<file path="config.mk">
export PLATFORM = sky130hd
export DESIGN_NAME = temp_monitor
export DESIGN_NICKNAME = d
export VERILOG_FILES = /design/src/rtl/temp_monitor.sv
export SDC_FILE = /design/constraint.sdc
export NUM_CORES = 1
export LEC_CHECK = 0
export CAP_MARGIN = 20
export CORE_UTILIZATION = 43
export DETAILED_ROUTE_END_ITERATION = 10
export PLACE_DENSITY = 0.65
export SLEW_MARGIN = 5
export SYNTH_ARGS = -nofsm -noshare
export SYNTH_HDL_FRONTEND = slang
export SYNTH_SLANG_ARGS = --single-unit
</file>
<file path="constraint.sdc">
create_clock -name clk -period 3.1 [get_ports clk]
set_input_delay 0.62 -clock clk [delete_from_list [all_inputs] [get_ports clk]]
set_output_delay 0.62 -clock clk [all_outputs]
set_load 0.05 [all_outputs]
</file>
<file path="src/rtl/temp_monitor.sv">
// temp_monitor: brings the DHT11 capture stage (temp / done / Inicio) into
// the system clock domain, range-checks each captured sample, keeps a
// 4-sample moving average, and drives a hysteresis over-temperature alarm
// plus a stale-data flag.
//
// Pipeline, for an Inicio rise first sampled at clk edge k:
//   edge k+1 : Inicio_s2 high, Inicio_s3 still low -> capture_evt
//   edge k+2 : cap_q set, temp registered into smp_q
//   edge k+3 : accept/reject applied to buffer, sum, fill, reject_cnt;
//              new_sample high, stale counter cleared
//   edge k+4 : avg_temp / avg_valid / alarm reflect the new sample
module temp_monitor #(
    parameter int unsigned TH_HIGH      = 30,
    parameter int unsigned TH_LOW       = 28,
    parameter int unsigned TMAX         = 60,
    parameter int unsigned STALE_CYCLES = 1_000_000_000
) (
    input  logic       clk,
    input  logic       rst_n,
    input  logic       Inicio,
    input  logic       done,
    input  logic [7:0] temp,
    output logic       new_sample,
    output logic [7:0] avg_temp,
    output logic       avg_valid,
    output logic       alarm,
    output logic       stale,
    output logic [7:0] reject_cnt
);

    localparam logic [7:0]  TH_HIGH_B  = 8'(TH_HIGH);
    localparam logic [7:0]  TH_LOW_B   = 8'(TH_LOW);
    localparam logic [7:0]  TMAX_B     = 8'(TMAX);
    localparam logic [29:0] STALE_MAX  = 30'(STALE_CYCLES);
    localparam logic [2:0]  FILL_FULL  = 3'd4;

    // Synchroniser and edge-detect flops
    logic inicio_s1_q, inicio_s1_d;
    logic inicio_s2_q, inicio_s2_d;
    logic inicio_s3_q, inicio_s3_d;
    logic done_s1_q,   done_s1_d;
    logic done_s2_q,   done_s2_d;

    // Capture stage
    logic       cap_q, cap_d;
    logic [7:0] smp_q, smp_d;

    // Accept/reject stage
    logic       new_sample_q, new_sample_d;
    logic       acc_q, acc_d;
    logic [7:0] smp_buf_q [4];
    logic [7:0] smp_buf_d [4];
    logic [9:0] sum_q, sum_d;
    logic [2:0] fill_q, fill_d;
    logic [7:0] reject_cnt_q, reject_cnt_d;

    // Output stage
    logic [7:0] avg_temp_q, avg_temp_d;
    logic       avg_valid_q, avg_valid_d;
    logic       alarm_q, alarm_d;

    // Stale watchdog
    logic [29:0] stale_cnt_q, stale_cnt_d;

    // Combinational helpers
    logic capture_evt;
    logic is_reject;
    logic is_accept;

    // Next-state logic for the whole datapath
    always_comb begin
        // Synchronisers simply shift the asynchronous inputs along.
        inicio_s1_d = Inicio;
        inicio_s2_d = inicio_s1_q;
        inicio_s3_d = inicio_s2_q;
        done_s1_d   = done;
        done_s2_d   = done_s1_q;

        // A rise of Inicio only counts once the DHT11 stage has loaded data.
        capture_evt = inicio_s2_q & ~inicio_s3_q & done_s2_q;

        // temp is held stable for a long time after Inicio rises, so it is
        // safe to sample it directly once the synchronised edge is seen.
        cap_d = capture_evt;
        smp_d = capture_evt ? temp : smp_q;

        is_reject = cap_q & (smp_q > TMAX_B);
        is_accept = cap_q & ~(smp_q > TMAX_B);

        new_sample_d = cap_q;
        acc_d        = is_accept;

        // Shift buffer and running sum; an empty slot holds 0, so the same
        // subtract-oldest update works while the buffer is still filling.
        for (int i = 0; i < 4; i++) begin
            smp_buf_d[i] = smp_buf_q[i];
        end
        sum_d  = sum_q;
        fill_d = fill_q;
        if (is_accept) begin
            smp_buf_d[0] = smp_q;
            for (int i = 1; i < 4; i++) begin
                smp_buf_d[i] = smp_buf_q[i-1];
            end
            sum_d = sum_q - {2'b00, smp_buf_q[3]} + {2'b00, smp_q};
            if (fill_q != FILL_FULL) begin
                fill_d = fill_q + 3'd1;
            end
        end

        // Rejected-sample counter saturates instead of wrapping.
        reject_cnt_d = reject_cnt_q;
        if (is_reject && (reject_cnt_q != 8'hFF)) begin
            reject_cnt_d = reject_cnt_q + 8'd1;
        end

        // Average is only meaningful once four samples are in the buffer.
        if (fill_q == FILL_FULL) begin
            avg_temp_d  = sum_q[9:2];
            avg_valid_d = 1'b1;
        end else begin
            avg_temp_d  = 8'd0;
            avg_valid_d = 1'b0;
        end

        // Hysteresis alarm: re-evaluated only right after an accept, using
        // the average that includes that sample; held otherwise.
        alarm_d = alarm_q;
        if (fill_q != FILL_FULL) begin
            alarm_d = 1'b0;
        end else if (acc_q) begin
            if (avg_temp_d >= TH_HIGH_B) begin
                alarm_d = 1'b1;
            end else if (avg_temp_d <= TH_LOW_B) begin
                alarm_d = 1'b0;
            end
        end

        // Any capture (accepted or rejected) restarts the watchdog; it is
        // cleared on the same edge that raises new_sample, so a capture wins
        // over reaching the threshold.
        stale_cnt_d = stale_cnt_q;
        if (cap_q) begin
            stale_cnt_d = 30'd0;
        end else if (stale_cnt_q != STALE_MAX) begin
            stale_cnt_d = stale_cnt_q + 30'd1;
        end
    end

    // State registers, asynchronous active-low reset
    always_ff @(posedge clk or negedge rst_n) begin
        if (!rst_n) begin
            inicio_s1_q  <= 1'b0;
            inicio_s2_q  <= 1'b0;
            inicio_s3_q  <= 1'b0;
            done_s1_q    <= 1'b0;
            done_s2_q    <= 1'b0;
            cap_q        <= 1'b0;
            smp_q        <= 8'd0;
            new_sample_q <= 1'b0;
            acc_q        <= 1'b0;
            for (int i = 0; i < 4; i++) begin
                smp_buf_q[i] <= 8'd0;
            end
            sum_q        <= 10'd0;
            fill_q       <= 3'd0;
            reject_cnt_q <= 8'd0;
            avg_temp_q   <= 8'd0;
            avg_valid_q  <= 1'b0;
            alarm_q      <= 1'b0;
            stale_cnt_q  <= 30'd0;
        end else begin
            inicio_s1_q  <= inicio_s1_d;
            inicio_s2_q  <= inicio_s2_d;
            inicio_s3_q  <= inicio_s3_d;
            done_s1_q    <= done_s1_d;
            done_s2_q    <= done_s2_d;
            cap_q        <= cap_d;
            smp_q        <= smp_d;
            new_sample_q <= new_sample_d;
            acc_q        <= acc_d;
            for (int i = 0; i < 4; i++) begin
                smp_buf_q[i] <= smp_buf_d[i];
            end
            sum_q        <= sum_d;
            fill_q       <= fill_d;
            reject_cnt_q <= reject_cnt_d;
            avg_temp_q   <= avg_temp_d;
            avg_valid_q  <= avg_valid_d;
            alarm_q      <= alarm_d;
            stale_cnt_q  <= stale_cnt_d;
        end
    end

    assign new_sample = new_sample_q;
    assign avg_temp   = avg_temp_q;
    assign avg_valid  = avg_valid_q;
    assign alarm      = alarm_q;
    assign reject_cnt = reject_cnt_q;
    assign stale      = (stale_cnt_q == STALE_MAX);

endmodule

</file>
# Yosys cells after proc, flatten, opt, wreduce, memory -nomap -nowiden

Cells that the tools add are included.
Widths: inputs -> output; s select.

Flip-flop bits (word level): 109
Bits of input ports: 12
Output and inout port bits: 20

$add $sub $neg: 5
Magnitude comparators: 3
Equal/unequal tests: 5
Multiplexer cells: 8
Bitwise logic cells: 6
Reductions and logical operators: 6

Operators with widths:

| operator              | number |
|---|---|
| $mux 30               | 2 |
| $add 30x1->30 const B | 1 |
| $eq 30x30->1 const B  | 1 |
| $ne 30x30->1 const B  | 1 |
| $add 10x8->10         | 1 |
| $sub 10x8->10         | 1 |
| $add 8x1->8 const B   | 1 |
| $ge 8x5->1 const B    | 1 |
| $gt 8x6->1 const B    | 1 |
| $le 8x5->1 const B    | 1 |
| $mux 8                | 1 |
| $ne 8x8->1 const B    | 1 |
| $mux 1                | 5 |
| $and 1x1->1           | 4 |
| $reduce_and 2->1      | 2 |
| $reduce_bool 2->1     | 2 |
| $add 3x1->3 const B   | 1 |
| $eq 3x3->1 const B    | 1 |
| $ne 3x3->1 const B    | 1 |
| $reduce_bool 3->1     | 1 |
| $not 1->1             | 2 |
| $logic_and 1x1->1     | 1 |

# Longest topological paths before layout

Word-level depth: 7
Mapped depth: 11

# Worst setup path before layout

No wires, ideal clock.

Path kind: register to register
Start point: reg smp_q[4]
End point: reg sum_q[7]
Setup time: 0.069 ns
Arrival: 2.469 ns
Data required time: 3.031 ns
Setup slack: 0.562 ns
Cell stages (with the launch flop): 10
Buffers on the path: 0
Period minus slack after synthesis: 2.538 ns
Path through: dfrtp_1 > inv_1 > fa_1 > inv_1 > ha_1 > and2_1 > a221oi_2 > a21boi_1 > or4_1 > nand3_1

Cells in the longest elaborated chain, start to end: 3

RTL lines:

| what                   | line | source |
|---|---|---|
| start, declared        | 46   | `logic [7:0] smp_q, smp_d;` |
| start signal, assigned | 179  | `smp_q <= smp_d;` |
| $gt 8x6->1             | 88   | `is_accept = cap_q & ~(smp_q > TMAX_B);` |
| $not 1->1              | 88   |  |
| $and 1x1->1            | 88   |  |
| end signal, assigned   | 185  | `sum_q <= sum_d;` |
| end, declared          | 53   | `logic [9:0] sum_q, sum_d;` |

Several ways; a longest one is shown, not always the timed one.
A chain may end at the register's enable or synchronous reset.

# Final worst setup path

Start point: reg stale_cnt_q[6]
End point: out stale

Cells in the longest elaborated chain, start to end: 1

RTL lines:

| what                   | line | source |
|---|---|---|
| start, declared        | 63   | `logic [29:0] stale_cnt_q, stale_cnt_d;` |
| start signal, assigned | 191  | `stale_cnt_q <= stale_cnt_d;` |
| $eq 30x30->1           | 200  | `assign stale = (stale_cnt_q == STALE_MAX);` |
| end, declared          | 27   | `output logic stale,` |

No other way between the ends.

==> qor.yml <==
outcome:
  status: "finished with violations"
  violations: "DRC"
synthesis:
  synth-edff-count: 0
  synthCells: 521
  ys_seq_elements: 109
  synth.distinct_cells: 52
  synth-seq-area-share_pct: 53.0
  synth-warning-count: 0
  syn-num-nets: 556
  synth_ff_type: "dfrtp_1"
  syn-cell-area_um2: 5140
  async_flop_share_pct: 100
  postSynthAreaPerCell_um2: 9.87
clock_network:
  insertion_delay_ps: 340
  post_cts_resized: 0
  cts-root-buf: "clkbuf_16"
  htree_levels: 3
  holdBufCountCts: 0
  post_cts_buffers: 0
  clk_pin_slew_ps: 70
  clock_path_buffers: 2
  cts_tree: "done"
  cts_buffers: 9
  cts.sinks: 109
critical_path:
  path_class: "reg2out"
  crit_path_end_kind: "output pin"
  worstSetupStartpointType: "flop"
  critical_path.max_fanout: 5
  crit_required_ps: 2480
  arrival_ps: 2120
sta:
  hold_violations: 0
  relSlewSlack_pct: 56.6
  setup_viol: 0
  skew_ps: 6.34
  post-route-min-period_ps: 2740
  tns_ps: 0
  fmax_ghz: 0.365
  rsz0062_at_grt: "false"
  tightest_slew_ps: 651
  slew_violations: 0
  finalCritPeriodShare_pct: 88.4
global_route:
  grt.overflow.total: 0
  grt_pass1_vias: 3673
  antenna_found_initial: 0
  grt_max_degree: 63
  grt_pass1_wl_mm: 17.0
  track_usage_pct: 17.1
detailed_routing:
  vias_per_cell: 5.12
  drt_wl_total_mm: 9.58
  drtAntennaViolNets: 0
  first_pass_iters: 7
  drtIter0Drc: 131
  dr_total_vias: 3581
  drc: 2
  routedWlPerCell_um: 13.7
pwr:
  ir_drop_uv: 461
  power_leakage_nw: 2.88
  power.density_nw_per_um2: 794
hold_path:
  hold_path.class: "in2async"
place:
  gp_congestion: 0.872
  portBuffers: 31
  hpwlAfterDp_mm: 6.64
final_layout:
  antenna_cells_inserted: 0
  drive_above_1_share_pct: 5.75
  syn_to_final_growth_pct: 15.0
  nets: 587
  fin_util_pct: 51.3
floorplan:
  die-area_um2: 12400
  core_um2: 11500
  rows: 39
  die-height_um: 111
  initial_core_util_pct: 44.7
  io_pins: 32
  die_x_um: 111
flow_run:
  max_cap_violations: 0
[cell usage after synthesis (all sizes together), types with 3 or more instances]
cell	count	share of area, %
xnor2	14	2.4
xor2	25	4.3
clkbuf	14	1.0
o21a	6	0.88
nand4	17	2.4
nor3	3	0.29
and3	7	0.88
fa	8	3.1
a21oi	7	0.68
nor2	48	3.5
nand3	19	2.0
dfrtp	109	53
o21ai	22	2.1
and2	3	0.37
ha	15	3.6
nand2	118	8.6
nor4	6	1.6
inv	43	3.1
[stage by stage]
step                      instance area, µm²  instances  worst slack, ps  hold WS (ps)  total power, mW
after detailed placement                5620        684              404           336             3.61
final                                   5910        700              359           289             4.69
after floorplan                         5140        521              562           324             3.16
after global routing                    5910        700              206           345             5.06
after global placement                  5620        684              448           336             3.54
after CTS                               5910        700              343           313             4.74
[worst paths after layout]
check / start / to / slack (ps) / cells past startpoint
max in group asynchronous: rst_n / smp_buf_q[29] / 2080 / 2
setup / recovery: stale_cnt_q[6] / stale / 360 / 4
hold / removal: rst_n / stale_cnt_q[2] / 290 / 1
min in group clk: done_s1_q / done_s2_q / 350 / 0
hold reg to reg: done_s1_q / done_s2_q / 350 / 0
setup reg to reg: smp_q[4] / sum_q[7] / 380 / 9
[kinds of logic after synthesis]
family	count (synthesis)	synth area share [%]
AND/OR/NAND/NOR	237	22.1
flip-flops	109	53.0
buffers and inverters	58	4.26
AO/OA/AOI/OAI	51	6.40
XOR/XNOR	39	6.64
adder cells (fa/ha/maj)	23	6.76
multiplexers	4	0.827
[cells in the final DEF (no fill, tap or decap), types with 2 or more instances in the layout]
| cell | count |
|---|---|
| and3_1 | 6 |
| nor4_1 | 3 |
| nor4b_1 | 2 |
| nand2_1 | 118 |
| a21o_1 | 2 |
| nand2b_1 | 2 |
| nand3_1 | 17 |
| clkbuf_8 | 4 |
| clkbuf_16 | 9 |
| nor4_4 | 3 |
| mux2i_1 | 2 |
| ha_1 | 15 |
| xnor2_1 | 14 |
| nor3_1 | 3 |
| o21ai_0 | 22 |
| buf_4 | 5 |
| inv_1 | 42 |
| nand3_2 | 2 |
| nand4_1 | 16 |
| xor2_1 | 25 |
| or3_1 | 2 |
| and4_1 | 2 |
| clkdlybuf4s50_1 | 29 |
| mux2_2 | 2 |
| o31ai_1 | 2 |
| and2_1 | 3 |
| fa_1 | 8 |
| nor2_1 | 48 |
| clkbuf_1 | 3 |
| o21a_1 | 6 |
| a21oi_1 | 7 |
| dfrtp_1 | 109 |
[sequential cells by signal (all words and copies together), names as in the netlist, 3 cells and up]
register / flops
reject_cnt: 8
stale_cnt_q: 30
fill_q: 3
smp_q: 8
sum_q: 10
smp_buf_q: 32
avg_temp: 8
[power by group]
group	internal [mW]	switching [mW]	total (mW)
clock	0.635	0.482	1.12
combinational	0.681	1.01	1.69
sequential	1.69	0.198	1.89
total	3.00	1.69	4.69
[area by class of cell]
cell class | instances | area (µm²)
Fill cell | 1056 | 5600
Multi-Input combinational cell | 354 | 2200
Sequential cell | 109 | 2730
Clock buffer | 16 | 292
Timing Repair Buffer | 35 | 348
Tap cell | 143 | 179
Inverter | 43 | 161
[per-layer routing]
metal | track usage [%] | wire (µm) | vias to the layer above
li1 | - | - | 1771
met1 | 22.5 | 4640 | 1758
met2 | 28.2 | 4590 | 47
met3 | 3.86 | 290 | 5
met4 | 5.86 | 66 | 0
met5 | 0 | 0 | -
[critical path, stage by stage (launching register included)]
cell and delay (ps):
dfrtp_1 460, nor4_1 340, nand4_1 220, nor4_4 480
buf_4 280
Note: power is estimated with default switching activity, not from simulation.
